[config.mk]
export PLATFORM = sky130hd
export DESIGN_NAME = pipe_stage_elastic
export DESIGN_NICKNAME = d
export VERILOG_FILES = /design/src/rtl/pipe_stage_elastic.sv
export SDC_FILE = /design/constraint.sdc
export NUM_CORES = 1
export LEC_CHECK = 0
export BUFFER_PORTS_ARGS = -buffer_cell sky130_fd_sc_hd__buf_2
export CAP_MARGIN = 0
export CORE_MARGIN = 2
export CORE_UTILIZATION = 30
export DETAILED_ROUTE_END_ITERATION = 16
export GPL_TIMING_DRIVEN = 0
export HOLD_SLACK_MARGIN = 0.12
export SYNTH_ARGS = -nofsm -noshare
export SYNTH_HDL_FRONTEND = slang
export SYNTH_SLANG_ARGS = --single-unit
[constraint.sdc]
create_clock -name clk -period 4.85 [get_ports clk]
set_clock_uncertainty 0.15 [all_clocks]
set_input_delay 0.7275 -clock clk [delete_from_list [all_inputs] [get_ports clk]]
set_output_delay 0.7275 -clock clk [all_outputs]
set_load 0.02 [all_outputs]
[src/rtl/pipe_stage_elastic.sv]
// Elastic pipeline register: 2-entry skid buffer carrying a control and a data bundle
// over valid/ready, with synchronous flush, selectable data-clear policy and a stall counter.
module pipe_stage_elastic #(
    parameter int CTRL_W   = 16,
    parameter int DATA_W   = 128,
    parameter bit CLR_DATA = 1'b1,
    parameter int CNT_W    = 16
) (
    input  logic              clk,
    input  logic              rst,
    input  logic              flush,
    input  logic              in_valid,
    output logic              in_ready,
    input  logic [CTRL_W-1:0] in_ctrl,
    input  logic [DATA_W-1:0] in_data,
    output logic              out_valid,
    input  logic              out_ready,
    output logic [CTRL_W-1:0] out_ctrl,
    output logic [DATA_W-1:0] out_data,
    output logic [1:0]        occ,
    output logic [CNT_W-1:0]  stall_cnt
);

    typedef enum logic [1:0] {
        EMPTY = 2'd0,
        ONE   = 2'd1,
        FULL  = 2'd2
    } state_t;

    localparam logic [CNT_W-1:0] CNT_MAX = {CNT_W{1'b1}};
    localparam logic [CNT_W-1:0] CNT_ONE = {{(CNT_W-1){1'b0}}, 1'b1};

    state_t              state_r;
    state_t              state_nx_s;
    logic [CTRL_W-1:0]   main_ctrl_r;
    logic [DATA_W-1:0]   main_data_r;
    logic [CTRL_W-1:0]   skid_ctrl_r;
    logic [DATA_W-1:0]   skid_data_r;
    logic [CNT_W-1:0]    stall_cnt_r;
    logic                push_s;
    logic                pop_s;
    logic                stall_s;
    logic                main_from_in_s;
    logic                main_from_skid_s;
    logic                skid_from_in_s;

    // Handshake terms see only registered state and the kill inputs, never the opposite side.
    assign in_ready  = (state_r != FULL) & ~flush & ~rst;
    assign out_valid = (state_r != EMPTY) & ~flush & ~rst;
    assign push_s    = in_valid & in_ready;
    assign pop_s     = out_valid & out_ready;
    assign stall_s   = out_valid & ~out_ready;

    assign out_ctrl  = main_ctrl_r;
    assign out_data  = main_data_r;
    assign occ       = state_r;
    assign stall_cnt = stall_cnt_r;

    // Occupancy next-state and register load selects.
    always_comb begin
        state_nx_s       = state_r;
        main_from_in_s   = 1'b0;
        main_from_skid_s = 1'b0;
        skid_from_in_s   = 1'b0;
        case (state_r)
            EMPTY: begin
                if (push_s) begin
                    state_nx_s     = ONE;
                    main_from_in_s = 1'b1;
                end else begin
                    state_nx_s = EMPTY;
                end
            end
            ONE: begin
                if (push_s && pop_s) begin
                    main_from_in_s = 1'b1;
                end else if (push_s) begin
                    state_nx_s     = FULL;
                    skid_from_in_s = 1'b1;
                end else if (pop_s) begin
                    state_nx_s = EMPTY;
                end else begin
                    state_nx_s = ONE;
                end
            end
            FULL: begin
                // Skid drains into main first so a later push can never overtake it.
                if (pop_s) begin
                    state_nx_s       = ONE;
                    main_from_skid_s = 1'b1;
                end else begin
                    state_nx_s = FULL;
                end
            end
            default: begin
                state_nx_s = EMPTY;
            end
        endcase
    end

    // State and payload registers with reset/flush kill.
    always_ff @(posedge clk) begin
        if (rst) begin
            state_r     <= EMPTY;
            main_ctrl_r <= '0;
            main_data_r <= '0;
            skid_ctrl_r <= '0;
            skid_data_r <= '0;
        end else if (flush) begin
            state_r     <= EMPTY;
            main_ctrl_r <= '0;
            skid_ctrl_r <= '0;
            if (CLR_DATA) begin
                main_data_r <= '0;
                skid_data_r <= '0;
            end else begin
                main_data_r <= main_data_r;
                skid_data_r <= skid_data_r;
            end
        end else begin
            state_r <= state_nx_s;
            if (main_from_in_s) begin
                main_ctrl_r <= in_ctrl;
                main_data_r <= in_data;
            end else if (main_from_skid_s) begin
                main_ctrl_r <= skid_ctrl_r;
                main_data_r <= skid_data_r;
            end else begin
                main_ctrl_r <= main_ctrl_r;
                main_data_r <= main_data_r;
            end
            if (skid_from_in_s) begin
                skid_ctrl_r <= in_ctrl;
                skid_data_r <= in_data;
            end else begin
                skid_ctrl_r <= skid_ctrl_r;
                skid_data_r <= skid_data_r;
            end
        end
    end

    // Saturating stall counter; survives flush, cleared only by reset.
    always_ff @(posedge clk) begin
        if (rst) begin
            stall_cnt_r <= '0;
        end else if (stall_s && (stall_cnt_r != CNT_MAX)) begin
            stall_cnt_r <= stall_cnt_r + CNT_ONE;
        end else begin
            stall_cnt_r <= stall_cnt_r;
        end
    end

endmodule

== After elaboration in Yosys (flattened, before gate mapping) ==
Index checks and enable logic that the tools add are counted.

* Register bits: 306
* Input bits: 149
* Output and inout bits: 164
* Word-level logic and storage cells: 45

* Add/sub/neg operators: 1
* Eq/ne operators: 5
* Muxes and demuxes: 17
* Bitwise operators: 10
* Reduce and logical (&&, ||, !) cells: 6

{| class="wikitable"
|+ Operators with widths
! cell !! number
|-
| 128-bit two-way mux || 2
|-
| 16-bit two-way mux || 2
|-
| 16-bit by 1-bit adder with 16-bit output (second input constant) || 1
|-
| 16-bit != test (second input constant) || 1
|-
| 1-bit two-way mux || 8
|-
| 1-bit bitwise AND || 7
|-
| 2-bit two-way mux || 3
|-
| 2-bit one-hot mux with 3 select lines || 1
|-
| 2-bit != test (second input constant) || 2
|-
| 2-bit nonzero test || 2
|-
| 1-bit NOT || 3
|-
| 2-bit by 1-bit equality test with 1-bit output (second input constant) || 1
|-
| 2-bit equality test (second input constant) || 1
|-
| 1-bit logical AND || 2
|-
| 2-bit logical NOT || 1
|-
| 1-bit one-hot mux with 2 select lines || 1
|-
| 2-bit OR reduction || 1
|}

== Logic depth before layout (Yosys ltp) ==
* Depth in word-level cells: 8
* Gate-level depth with buffers: 8
* Gate-level depth less buffers: 5

== Worst setup path after synthesis ==
OpenSTA, ideal clock, no wires.

* Kind: input-to-reg
* Start point: in rst
* End point: reg stall_cnt_r[9] (netlist: stall_cnt[9])
* Setup time: 71 ps
* Data arrival time: 2,444 ps
* Data required time: 4,629 ps
* Setup slack: 2,185 ps
* Stages on the path: 7
* Path buffers: 3
* Path through: buf_6 > or2_1 > buf_2 > or4_4 > buf_6 > or4_1 > a21oi_1

* Cells in the longest elaborated chain, start to end: 4

{| class="wikitable"
|+ RTL lines
! item !! line !! text
|-
| start, declared || 10 || <nowiki>input logic rst,</nowiki>
|-
| 1-bit NOT || 49 || <nowiki>assign out_valid = (state_r != EMPTY) & ~flush & ~rst;</nowiki>
|-
| 1-bit bitwise AND || 49 ||
|-
| 1-bit bitwise AND || 52 || <nowiki>assign stall_s = out_valid & ~out_ready;</nowiki>
|-
| 1-bit logical AND || 146 || <nowiki>end else if (stall_s && (stall_cnt_r != CNT_MAX)) begin</nowiki>
|-
| end signal, assigned || 147 || <nowiki>stall_cnt_r <= stall_cnt_r + CNT_ONE;</nowiki>
|-
| end signal, assigned || 149 || <nowiki>stall_cnt_r <= stall_cnt_r;</nowiki>
|-
| end, declared || 39 || <nowiki>logic [CNT_W-1:0] stall_cnt_r;</nowiki>
|}

Parallel ways exist; a longest one is shown, timed or not.
A chain may end at the register's enable or synchronous reset.

== Final worst setup path ==
* Start point: reg state_r[0] (netlist: occ[0])
* End point: reg main_data_r[55] (netlist: out_data[55])

* Cells in the longest elaborated chain, start to end: 8
* Elaborated cells between the ends (all ways): 19
* Those cells by class: eq/ne (3); mux (6); bitwise (6); reduce/logical (4)

{| class="wikitable"
|+ RTL lines
! item !! line !! text
|-
| start, declared || 33 || <nowiki>state_t state_r;</nowiki>
|-
| start signal, assigned || 121 || <nowiki>state_r <= state_nx_s;</nowiki>
|-
| 2-bit != test or 2-bit nonzero test (tied branches) || 48, 49 ||
|-
| 1-bit bitwise AND, on equally long branches (2 in series) || 48, 49 ||
|-
| 1-bit bitwise AND, on equally long branches || 50, 51 ||
|-
| 1-bit logical AND || 75 || <nowiki>if (push_s && pop_s) begin</nowiki>
|-
| 1-bit two-way mux || 75 ||
|-
| 1-bit one-hot mux with 2 select lines || 65 || <nowiki>case (state_r)</nowiki>
|-
| 128-bit two-way mux or 2-bit nonzero test (tied branches) || n/a ||
|-
| end signal, assigned || 124 || <nowiki>main_data_r <= in_data;</nowiki>
|-
| end signal, assigned || 127 || <nowiki>main_data_r <= skid_data_r;</nowiki>
|-
| end signal, assigned || 130 || <nowiki>main_data_r <= main_data_r;</nowiki>
|-
| end, declared || 36 || <nowiki>logic [DATA_W-1:0] main_data_r;</nowiki>
|}

Parallel ways exist; a longest one is shown, timed or not.

==> flow_metrics.env <==
export IMPL_crit_fanout=10
export IMPL_worstSetupPathType="register to register"
export IMPL_num_fill_cells=4045
export IMPL_dp_hpwl_microns=27000
export IMPL_critPathLaunchType="register"
export IMPL_ys_flop_type="dfxtp_1"
export IMPL_max_freq_ghz=0.326
export IMPL_drv_cap=0
export IMPL_cts_buffer_depth=3
export IMPL_fin_crit_ns=3.06
export IMPL_final_cell_mix="buf_2, dfxtp_1, nand2_1"
export IMPL_dr_pass1_iters=4
export IMPL_post_cts_resized=0
export IMPL_die_w_microns=203
export IMPL_clock_latency_ns=0.53
export IMPL_antenna_found_initial=7
export IMPL_setup_tns_ns=0
export IMPL_synth_area_leaders="dfxtp_1, a21oi_1, mux2i_1"
export IMPL_overflow=0
export IMPL_netlist_cell_type_count=36
export IMPL_hp_class="input port to register"
export IMPL_grtUsageMet3=0.0526
export IMPL_fin_ws_ns=1.79
export IMPL_cp_slowest_stage_delay_ns=0.77
export IMPL_critPathCaptureType="register"
export IMPL_cts_tree="done"
export IMPL_die_height_microns=203
export IMPL_seq_area_frac_synth=0.514
export IMPL_routed_wl_microns=38000
export IMPL_crit_top_cell="clkbuf_1"
export IMPL_vias=11043
export IMPL_critical_path_slowest_cell="o21ai_1"
export IMPL_final_common_cell="buf_2"
export IMPL_grtUsageMet2=0.283
export IMPL_synth_warning_count=0
export IMPL_grt_first_pass_wirelength_microns=58300
export IMPL_grt_busiest_layer="met2"
export IMPL_drcViolationCount=0
export IMPL_syn_nets=1538
export IMPL_cts_hold_buffers=0
export IMPL_min_delay_worst_endpoint="skid_data_r[52]"
export IMPL_drtIter0Drc=365
export IMPL_grt_usage=0.178
export IMPL_worst_pin_slew_ns=1.20
export IMPL_synth_seq_cells=306
export IMPL_cts_clk_slew_worst_paths_ns=0.06
export IMPL_gp_congestion=0.861
export IMPL_avgSynthCellArea_sq_um=8.58
export IMPL_rsz0062_at_grt="false"
export IMPL_slew_headroom=0.200
export IMPL_p_leak_nw=6.63
export IMPL_grt_pass1_vias=10489
export IMPL_multi_input_area_sq_um=5300
export IMPL_outcome="finished clean"
export IMPL_worstPathRequired_ns=5.14
export IMPL_hold_viol_final=0
export IMPL_synthCells=1388
export IMPL_syn_area_sq_um=11900
export IMPL_crit_arrival_ns=3.35
export IMPL_power_density_nw_per_um2=359
export IMPL_portBuffers=310
export IMPL_cts_setup_buffers=0
export IMPL_setup_viol=0
export IMPL_via_per_inst=4.85
export IMPL_nets=1884
export IMPL_holdPathStages=3
export IMPL_die_area_sq_um=41300
export IMPL_wl_per_cell_microns=16.7
export IMPL_cts_sinks=306
export IMPL_start_util=0.306
export IMPL_min_from="in_data[52]"
export IMPL_r2r_start="occ[0]"
export IMPL_design_core_area_sq_um=38900
export IMPL_drive_gt1_frac=0.214
export IMPL_ios=313
export IMPL_synth_async_reset_ratio=0
export IMPL_rr_endpoint="out_data[55]"
export IMPL_drt_antenna_violating_nets=0
export IMPL_hold_worst_slack_ns=0.292
export IMPL_area_growth_syn_to_layout_pct=27.8
export IMPL_cts_buffers=34
export IMPL_root_buffer="clkbuf_16"
export IMPL_dp_slack_ns=1.25
export IMPL_synth_edf_count=0
export IMPL_ctsHtreeMaxLevel=2
export IMPL_use_met1=0.225
export IMPL_cp_cell_sequence="inv_1 -> o21ai_1 -> clkbuf_1 -> clkbuf_1 -> o21ai_0 -> a21oi_1"
export IMPL_seqCellArea_sq_um=6130
export IMPL_synth_top_area_frac=0.514
export IMPL_finalCritPeriodShare=0.632
export IMPL_rrSetupSlack_ns=1.79
export IMPL_vdd_ir_drop_max_mv=0.273
export IMPL_p_total_mw=5.47
export IMPL_rr_worst_depth=6
export IMPL_grt_max_degree=14
export IMPL_rows=72
export IMPL_slew_viol_final=0
export IMPL_yosysTopAreaCell="dfxtp_1"
## where the power goes
part / internal, mW / switching [mW]
Combinational: 0.107 / 0.211
Sequential: 2.54 / 0.0161
Clock: 1.55 / 1.04
## how the worst max path moves through the flow
stage | start | end | slack (ns) | depth (start not counted)
5_1_grt | occ[1] | out_data[55] | 1.48 | 6
3_5_place_dp | flush | out_data[55] | 1.25 | 8
4_1_cts | occ[0] | out_data[55] | 1.68 | 6
2_1_floorplan | rst | stall_cnt[9] | 2.19 | 7
3_3_place_gp | out_ready | out_data[8] | 1.27 | 5
6_report | occ[0] | out_data[55] | 1.79 | 6
## Yosys cell counts, types with 6 or more instances
master / count
dfxtp_1: 306
nand2_1: 296
a21oi_1: 294
mux2i_1: 145
o21ai_0: 144
clkbuf_1: 90
buf_1: 14
nor2_1: 13
buf_2: 11
nand3_1: 9
inv_1: 6
o31ai_1: 6
## flip-flops by register name (all words and copies together) (netlist names)
name / flops
occ: 2
out_ctrl: 16
skid_ctrl_r: 16
out_data: 128
skid_data_r: 128
stall_cnt: 16
## routing by layer
metal,routed length [microns],vias to the layer above,share of wire
met5,57,-,0.0015
met4,1250,8,0.033
met3,2800,82,0.074
met2,17200,297,0.45
met1,16700,5135,0.44
li1,-,5521,-
## kinds of logic (layout without fill, tap and decap cells)
kind of cell / count (synthesis) / in the layout / synth area share
AO/OA/AOI/OAI: 458 / 458 / 0.197
AND/OR/NAND/NOR: 351 / 351 / 0.120
buffers and inverters: 123 / 491 / 0.0412
other: 0 / 2 / 0
multiplexers: 149 / 149 / 0.126
adder cells (fa/ha/maj): 1 / 1 / 0.00105
flip-flops: 306 / 306 / 0.514
## metrics by stage
step | util | instance area, sq um | std cells
2_1_floorplan | - | 11900 | 1388
3_3_place_gp | 0.363 | 14100 | 2216
3_5_place_dp | 0.363 | 14100 | 2216
4_1_cts | 0.391 | 15200 | 2274
5_1_grt | 0.391 | 15200 | 2274
6_report | 0.391 | 15200 | 2276
## area by class of cell
| cell class | count | share of cell area |
|---|---|---|
| diodes | 2 | 0.000329 |
| plain buffers | 117 | 0.0307 |
| clock buffers | 49 | 0.0664 |
| clock inverters | 9 | 0.00666 |
| inverters | 6 | 0.00148 |
| multi-input cells | 959 | 0.348 |
| flip-flops and latches | 306 | 0.402 |
| well taps | 518 | 0.0426 |
| repair buffers | 310 | 0.102 |
## critical path, delay by kind of cell, from the launching register on
| kind | cells | cell delay [ns] |
|---|---|---|
| compound gates | 3 | 1.14 |
| buf+inv | 3 | 1.23 |
| flops | 1 | 0.44 |
Note: power is estimated with default switching activity, not from simulation.
